### src/rtl/bus_transfer_ctrl_pkg.sv
// rtl/bus_transfer_ctrl_pkg.sv - shared FSM state encodings and default parameters
package bus_transfer_ctrl_pkg;

   localparam int LP_REG_COUNT = 4;
   localparam int LP_IDX_WIDTH = 2;
   localparam int LP_CNT_WIDTH = 16;

   typedef enum logic [2:0] {
      ST_IDLE   = 3'd0,
      ST_DRIVE  = 3'd1,
      ST_COMMIT = 3'd2,
      ST_DONE   = 3'd3,
      ST_ERR    = 3'd4
   } state_t;

endpackage

### src/rtl/bus_transfer_ctrl_onehot_decoder.sv
// rtl/bus_transfer_ctrl_onehot_decoder.sv - gated index to one-hot decoder
module onehot_decoder #(
   parameter int p_idx_width = 2,
   parameter int p_out_width = 4
) (
   input  logic                   i_w_en,
   input  logic [p_idx_width-1:0] i_w_idx,
   output logic [p_out_width-1:0] o_w_onehot
);

   always_comb begin
      o_w_onehot = '0;
      for (int i = 0; i < p_out_width; i++) begin
         if (i_w_en && (i_w_idx == p_idx_width'(i))) begin
            o_w_onehot[i] = 1'b1;
         end
      end
   end

endmodule

### src/rtl/bus_transfer_ctrl.sv
// rtl/bus_transfer_ctrl.sv - register-to-register bus transfer sequencer
module bus_transfer_ctrl
   import bus_transfer_ctrl_pkg::*;
#(
   parameter int p_reg_count = LP_REG_COUNT,
   parameter int p_idx_width = LP_IDX_WIDTH,
   parameter int p_cnt_width = LP_CNT_WIDTH
) (
   input  logic                   i_w_clk,
   input  logic                   i_w_reset,
   input  logic                   i_w_req_valid,
   output logic                   o_w_req_ready,
   input  logic [p_idx_width-1:0] i_w_src,
   input  logic [p_idx_width-1:0] i_w_dst,
   output logic [p_reg_count-1:0] o_w_oe,
   output logic [p_reg_count-1:0] o_w_we,
   output logic                   o_w_done,
   output logic                   o_w_err,
   output logic [p_cnt_width-1:0] o_w_xfer_count
);

   localparam logic [p_idx_width:0] LP_LIMIT = (p_idx_width + 1)'(p_reg_count);

   state_t                   r_state;
   state_t                   w_next;
   logic [p_idx_width-1:0]   r_src;
   logic [p_idx_width-1:0]   r_dst;
   logic                     r_counts;
   logic                     r_ready_en;
   logic [p_cnt_width-1:0]   r_xfer_count;
   logic                     w_accept;
   logic                     w_bad_idx;
   logic                     w_same;
   logic                     w_oe_en;
   logic                     w_we_en;

   // r_ready_en keeps ready low until the first edge after reset release
   assign o_w_req_ready  = (r_state == ST_IDLE) && r_ready_en;
   assign w_accept       = i_w_req_valid && o_w_req_ready;
   assign w_bad_idx      = ({1'b0, i_w_src} >= LP_LIMIT) || ({1'b0, i_w_dst} >= LP_LIMIT);
   assign w_same         = (i_w_src == i_w_dst);
   assign o_w_xfer_count = r_xfer_count;

   always_ff @(posedge i_w_clk or posedge i_w_reset) begin
      if (i_w_reset) begin
         r_state <= ST_IDLE;
      end else begin
         r_state <= w_next;
      end
   end

   always_comb begin
      w_next   = r_state;
      w_oe_en  = 1'b0;
      w_we_en  = 1'b0;
      o_w_done = 1'b0;
      o_w_err  = 1'b0;
      case (r_state)
         ST_IDLE: begin
            if (w_accept) begin
               if (w_bad_idx)   w_next = ST_ERR;
               else if (w_same) w_next = ST_DONE;
               else             w_next = ST_DRIVE;
            end
         end
         ST_DRIVE: begin
            w_oe_en = 1'b1;
            w_next  = ST_COMMIT;
         end
         ST_COMMIT: begin
            w_oe_en = 1'b1;
            w_we_en = 1'b1;
            w_next  = ST_DONE;
         end
         ST_DONE: begin
            o_w_done = 1'b1;
            w_next   = ST_IDLE;
         end
         ST_ERR: begin
            o_w_err = 1'b1;
            w_next  = ST_IDLE;
         end
         default: w_next = ST_IDLE;
      endcase
   end

   // r_counts marks a real bus move so trivial and rejected requests leave the count alone
   always_ff @(posedge i_w_clk or posedge i_w_reset) begin
      if (i_w_reset) begin
         r_src        <= '0;
         r_dst        <= '0;
         r_counts     <= 1'b0;
         r_ready_en   <= 1'b0;
         r_xfer_count <= '0;
      end else begin
         r_ready_en <= 1'b1;
         if (w_accept) begin
            r_src    <= i_w_src;
            r_dst    <= i_w_dst;
            r_counts <= !w_bad_idx && !w_same;
         end
         if ((r_state == ST_DONE) && r_counts) begin
            r_xfer_count <= r_xfer_count + p_cnt_width'(1);
         end
      end
   end

   onehot_decoder #(
      .p_idx_width (p_idx_width),
      .p_out_width (p_reg_count)
   ) u_oe_dec (
      .i_w_en     (w_oe_en),
      .i_w_idx    (r_src),
      .o_w_onehot (o_w_oe)
   );

   onehot_decoder #(
      .p_idx_width (p_idx_width),
      .p_out_width (p_reg_count)
   ) u_we_dec (
      .i_w_en     (w_we_en),
      .i_w_idx    (r_dst),
      .o_w_onehot (o_w_we)
   );

endmodule

### config.mk
export PLATFORM = sky130hd
export DESIGN_NAME = bus_transfer_ctrl
export DESIGN_NICKNAME = d
export VERILOG_FILES = /design/src/rtl/bus_transfer_ctrl_pkg.sv /design/src/rtl/bus_transfer_ctrl_onehot_decoder.sv /design/src/rtl/bus_transfer_ctrl.sv
export SDC_FILE = /design/constraint.sdc
export NUM_CORES = 1
export LEC_CHECK = 0
export BUFFER_PORTS_ARGS = -buffer_cell sky130_fd_sc_hd__buf_4
export CAP_MARGIN = 20
export CORE_MARGIN = 2
export CORE_UTILIZATION = 51
export CTS_CLUSTER_DIAMETER = 80
export DETAILED_ROUTE_END_ITERATION = 12
export PLACE_DENSITY = 0.78
export SLEW_MARGIN = 10
export SYNTH_ARGS = -nofsm -noshare
export SYNTH_HDL_FRONTEND = slang
export SYNTH_HIERARCHICAL = 1
export SYNTH_SLANG_ARGS = --single-unit
export TNS_END_PERCENT = 10
### constraint.sdc
create_clock -name i_w_clk -period 1.8 [get_ports i_w_clk]
set_clock_uncertainty 0.1 [all_clocks]
set_input_delay 0.18 -clock i_w_clk [delete_from_list [all_inputs] [get_ports i_w_clk]]
set_output_delay 0.18 -clock i_w_clk [all_outputs]
set_load 0.05 [all_outputs]
Word-level counts from Yosys, hierarchy flattened
Cells that the tools add are included.
{ "op_classes": {"addsub": 1, "n_eq_ne": 12, "mux": 15, "reduce_logical": 16} }
{ "ops": {"columns": ["op", "n"], "rows": [
  ["16-bit by 1-bit adder with 16-bit output, second input constant", 1],
  ["1-bit two-way mux", 12],
  ["1-bit logical AND", 11],
  ["3-bit case mux with 3 select lines", 1],
  ["2-bit == test, second input constant", 4],
  ["3-bit by 2-bit == test with 1-bit output, second input constant", 2],
  ["2-bit by 1-bit == test with 1-bit output, second input constant", 2],
  ["2-bit logical NOT", 2],
  ["3-bit by 1-bit == test with 1-bit output, second input constant", 1],
  ["3-bit == test, second input constant", 1],
  ["3-bit logical NOT", 1],
  ["3-bit two-way mux", 1],
  ["2-bit == test", 1],
  ["2-bit two-way mux", 1],
  ["2-bit inequality test, second input constant", 1],
  ["2-bit OR reduction", 1],
  ["1-bit logical NOT", 1]
]} }
{ "totals": {"reg_bits": 25, "input_bits": 7, "output_inout_bits": 27, "word_cells": 50} }

Depth between registers and ports, before layout
{ "logic_depth": {"word_depth": 5, "ltp_mapped": 7, "mapped_depth_nobuf": 6} }

Modules after synthesis
Netlist, hierarchy kept.
{ "modules_own_cells": {"columns": ["mod", "n_inst", "cells_each", "area_each_um2", "seq_area_each_um2"], "rows": [
  ["bus_transfer_ctrl", 1, 110, 1157.4, 600.6],
  ["onehot_decoder", 2, 4, 37.5, 0.0]
]} }

Worst setup path after synthesis
Ideal clock, no wire load.
{ "synth_path": {"path_kind": "register -> register", "start": "reg r_state[1]", "end": "reg r_xfer_count[12] (netlist: o_w_xfer_count[12])", "setup_ps": 82, "t_arrival_ps": 1877, "required_ps": 1618, "setup_slack_ps": -259, "path_stages_with_launch": 6, "path_buffers": 0, "period_less_slack_ps": 2059, "path_cell_list": "dfrtp_1 > ha_1 > nand4_2 > or3_4 > nor3_2 > xor2_1"} }
{ "synth_between": {"elab_chain_len": 2} }
{ "synth_lines": {"columns": ["element", "line_no", "text"], "rows": [
  ["from (decl)", "bus_transfer_ctrl.sv:24", "state_t r_state;"],
  ["from (signal assigned)", "bus_transfer_ctrl.sv:48", "r_state <= w_next;"],
  ["3-bit by 2-bit == test with 1-bit output", "bus_transfer_ctrl.sv:102", "if ((r_state == ST_DONE) && r_counts) begin"],
  ["1-bit logical AND", "bus_transfer_ctrl.sv:102", null],
  ["to (signal assigned)", "bus_transfer_ctrl.sv:103", "r_xfer_count <= r_xfer_count + p_cnt_width'(1);"],
  ["to (decl)", "bus_transfer_ctrl.sv:30", "logic [p_cnt_width-1:0] r_xfer_count;"]
]} }
No other way between the ends.
A chain may end at the register's enable or synchronous reset.

Worst setup path in the final report
{ "layout_path": {"start": "reg r_state[1]", "end": "reg r_xfer_count[14] (netlist: o_w_xfer_count[14])"} }
The elaborated chain is that of the path after synthesis.

==> summary.txt <==
Cells and area
  • Final Non-Filler Cells: between 150 and 200
  • Design Area, Final: 1680 um^2
  • ANT cells: 0
  • Final Net Count: between 150 and 200
  • Layout cells sized above 1: a little over a third
  • Filler Cells Inserted: between 150 and 200
  • Area Overhead vs Synth: 36.5%

Pwr
  • Int Pwr: about 1.3 mW
  • Flop pwr share: a little over a third
  • P_sw: ~1.1 mW
  • Total power: roughly 2.3 mW
  • Leakage: between 0.8 and 0.9 nW
  • Clock network fraction of design power: 12.0%
  • Logic pwr share: between 50% and 60%
  • Peak supply drop: between 0.0009 and 0.001 V
  • Pwr/cell area: around 1400 nW/um^2
  • Sw Ratio: 46.0%

Critical path
  • CP cell instances: buf_6, ha_4, nand4_4, or3_4, nor3_2, xor2_1
  • Slowest CP cell: or3_4
  • Worst setup SP type: flip-flop
  • Worst setup path class: flip-flop to flip-flop
  • R2r endpoint: o_w_xfer_count[14]
  • Slowest cell delay on critical path: roughly 0.47 ns
  • CP required: just under 2 ns
  • Cell depth of the worst flop-to-flop path: 6
  • Critical path capture point type: flip-flop
  • Arrival time worst endpoint: 1.92 ns
  • R2r setup slk: 0.02 ns
  • Worst reg2reg path startpoint: r_state[1]
  • Crit-path max FO: 5

Logic synthesis
  • YS warnings: 6
  • #FFs+latches synth: 24
  • Syn_area_per_cell: 10.4 um^2
  • Adder-cell share of the synthesized area: 5.08%
  • Post-synthesis cell type count: 28
  • Syn_nets: between 100 and 150
  • Post-Syn Instances: around 120
  • Synth Area in XOR/XNOR: 12.1%
  • Largest family of logic cells by synthesized area: simple AND/OR/NAND/NOR gates
  • Synth Area in Compound Gates: under 10%
  • Post-synthesis sequential area ratio: between 40% and 50%
  • Synth Area in Simple Gates: between 20% and 30%
  • Multiplexer share of the synthesized area: 0.914%
  • Post-Syn Area: 1230 um^2

Place
  • Placed cell area: approximately 1500 um^2
  • I/O Buffers: 32
  • Placer Congestion: approximately 0.72
  • Hpwl dp: 1.81 mm
  • Cell total after placement: about 180

Global route
  • GRT Util Overall: approximately a fifth
  • First-pass GRT wire length: 4.10 mm
  • Vias in the first global route: 916
  • Initial antenna violation count: 0
  • Residual overflow from global routing: 0
  • Largest net degree at the start of global routing: 25

Clocking
  • # H-tree levels: 1
  • Clock sink total: 24
  • Worst-path clk slew: about 0.13 ns
  • TritonCTS clock tree: yes
  • Root Buffer: clkbuf_4
  • Clk_lat worst skew: 0.31 ns
  • Max Root-Sink Buffers: 2
  • Total CTS buffers: 3

Run status
  • Outcome: complete, no violations

Die
  • Core area: around 2300 um^2
  • Boundary pin count: 34
  • Die footprint: between 2000 and 3000 um^2
  • Die Ht: 53.2 um
  • Rows: 17
  • Die X: ~53 um
  • Initial core utilization: a little over half

Route
  • First-pass DRT Iterations: 4
  • Via density: ~5.3
  • Wirelength, routed: roughly 2.6 mm
  • DR iter-0 viols: 7
  • Final ANT Viol Nets: 0
  • DRC: 0
  • Via Count: approximately 1000
  • Avg WL per Cell: 13.9 um

Worst hold path
  • Endpoint, Worst Hold: r_dst[0]
  • Worst Hold Class: input port to flip-flop
  • Hold wc startpoint: i_w_req_valid
  • Hold path cells: 4

STA
  • Final setup viols: 0
  • Achievable frequency: about 560 MHz
  • Crit path time final: between 1.5 and 2 ns
  • Final hold viol count: 0
  • Final hold slack: about 0.12 ns
  • Final worst-path cycle share: 98.9%
  • Setup tns final: 0 ns
  • Final-report max-slew violation count: 0
  • RSZ-0062 raised after global routing: yes

Flow run
  • Max Cap Viol: 0
Yosys cell counts:
cell / count / area, um^2
inv_1: 6 / 22.5
nand3_1: 9 / 45.0
and3_2: 3 / 22.5
and3b_1: 4 / 35.0
nand2_1: 20 / 75.1
and2_2: 1 / 7.51
ha_1: 5 / 62.6
nand2b_1: 1 / 6.26
nor3_2: 4 / 40.0
o21a_1: 1 / 7.51
nand4_1: 2 / 12.5
or3_4: 1 / 11.3
o221ai_1: 1 / 8.76
xnor2_1: 11 / 96.3
buf_4: 1 / 7.51
o21ai_0: 1 / 5.00
and2_1: 1 / 6.26
and3_1: 4 / 25.0
nor3b_2: 2 / 25.0
xor2_1: 6 / 52.6
nor2_1: 3 / 11.3
mux2_2: 1 / 11.3
clkbuf_1: 1 / 3.75
nand4_2: 1 / 12.5
a21oi_1: 1 / 5.00
dfrtp_1: 24 / 601
nor4_1: 1 / 6.26
conb_1: 2 / 7.51
registers in the layout, summed over array words and instances (netlist names):
| name | cells |
|---|---|
| r_dst | 2 |
| r_state | 2 |
| r_ready_en | 1 |
| o_w_xfer_count | 16 |
| r_counts | 1 |
| r_src | 2 |
layout make-up:
cell class	instances	area [um^2]	area share, %
Inverter	6	22.5	1.34
Tap cell	28	35.0	2.08
Multi-Input combinational cell	86	659	39.2
Sequential cell	24	602	35.8
Clock buffer	4	36.3	2.16
Timing Repair Buffer	40	328	19.5
worst max-delay path, delay by kind of cell, from the launching register on:
kind,cells,cell delay (ns)
buffers and inverters,1,0.13
XOR/XNOR,1,0.16
adder cells (fa/ha/maj),1,0.16
flip-flops,1,0.40
AND/OR/NAND/NOR,3,0.77
per-stage QoR:
stage | utilization, % | setup slack, ns
after floorplan | - | 0.0223
after global placement | 67.3 | 0.137
after detailed placement | 67.3 | 0.0814
after CTS | 71.8 | 0.00381
after global routing | 74.6 | -0.0683
final | 74.6 | 0.0202
placed cells by master, fill, tap and decap left out, drive strengths merged:
master       instances
nor3b                2
conb                 2
o21a                 1
nor4                 1
mux2                 1
and3                 7
o221ai               1
nand4                3
nand2b               1
or3                  1
nor3                 4
buf                 35
o21ai                1
a21oi                1
xor2                 6
clkbuf               4
dlygate4sd3          5
nor2                 3
nand2               20
inv                  6
ha                   5
and3b                4
and2                 2
xnor2               11
dfrtp               24
nand3                9
power groups by stage:
stage	registers [mW]	logic, mW	clock network [mW]
final	0.815	1.24	0.279
after global routing	0.836	1.31	0.309
after CTS	0.787	1.14	0.293
after detailed placement	0.823	1.08	0
after global placement	0.811	1.06	0
after floorplan	0.944	0.655	0
timing repair:
item                                    CTS  global route
endpoints found under the setup margin    7            12
gates cloned                              0             0
endpoints found under the hold margin    28             0
resized for setup                         0            11
pin swaps                                 0             7
buffers inserted                          2             0
hold buffers                              5             0
cell families (layout without fill, tap and decap cells):
kind of cell	Yosys count	in the layout
compound gates	4	4
xor+xnor	17	17
fa+ha+maj	5	5
buf+inv	8	50
flops	24	24
mux	1	1
other cells	2	2
simple gates	57	57
layer usage:
layer / GRT usage, % / up-vias / wire [um]
li1: - / 475 / -
met5: 0 / - / 0
met3: 5.08 / 4 / 106
met2: 38.1 / 26 / 1430
met4: 6.41 / 0 / 43
met1: 22.5 / 493 / 1020
how the worst max path moves through the flow:
stage	cells after the start	startpoint	slack, ns	end
6_report	6	r_state[1]	0.02	o_w_xfer_count[14]
5_1_grt	6	r_state[0]	-0.07	o_w_xfer_count[12]
4_1_cts	4	r_state[1]	0.004	o_w_we[3]
3_5_place_dp	5	r_state[1]	0.08	o_w_xfer_count[13]
3_3_place_gp	5	r_state[1]	0.14	o_w_xfer_count[12]
2_1_floorplan	4	o_w_xfer_count[2]	0.02	o_w_xfer_count[12]
No activity file was read; power rests on OpenSTA's default activity.
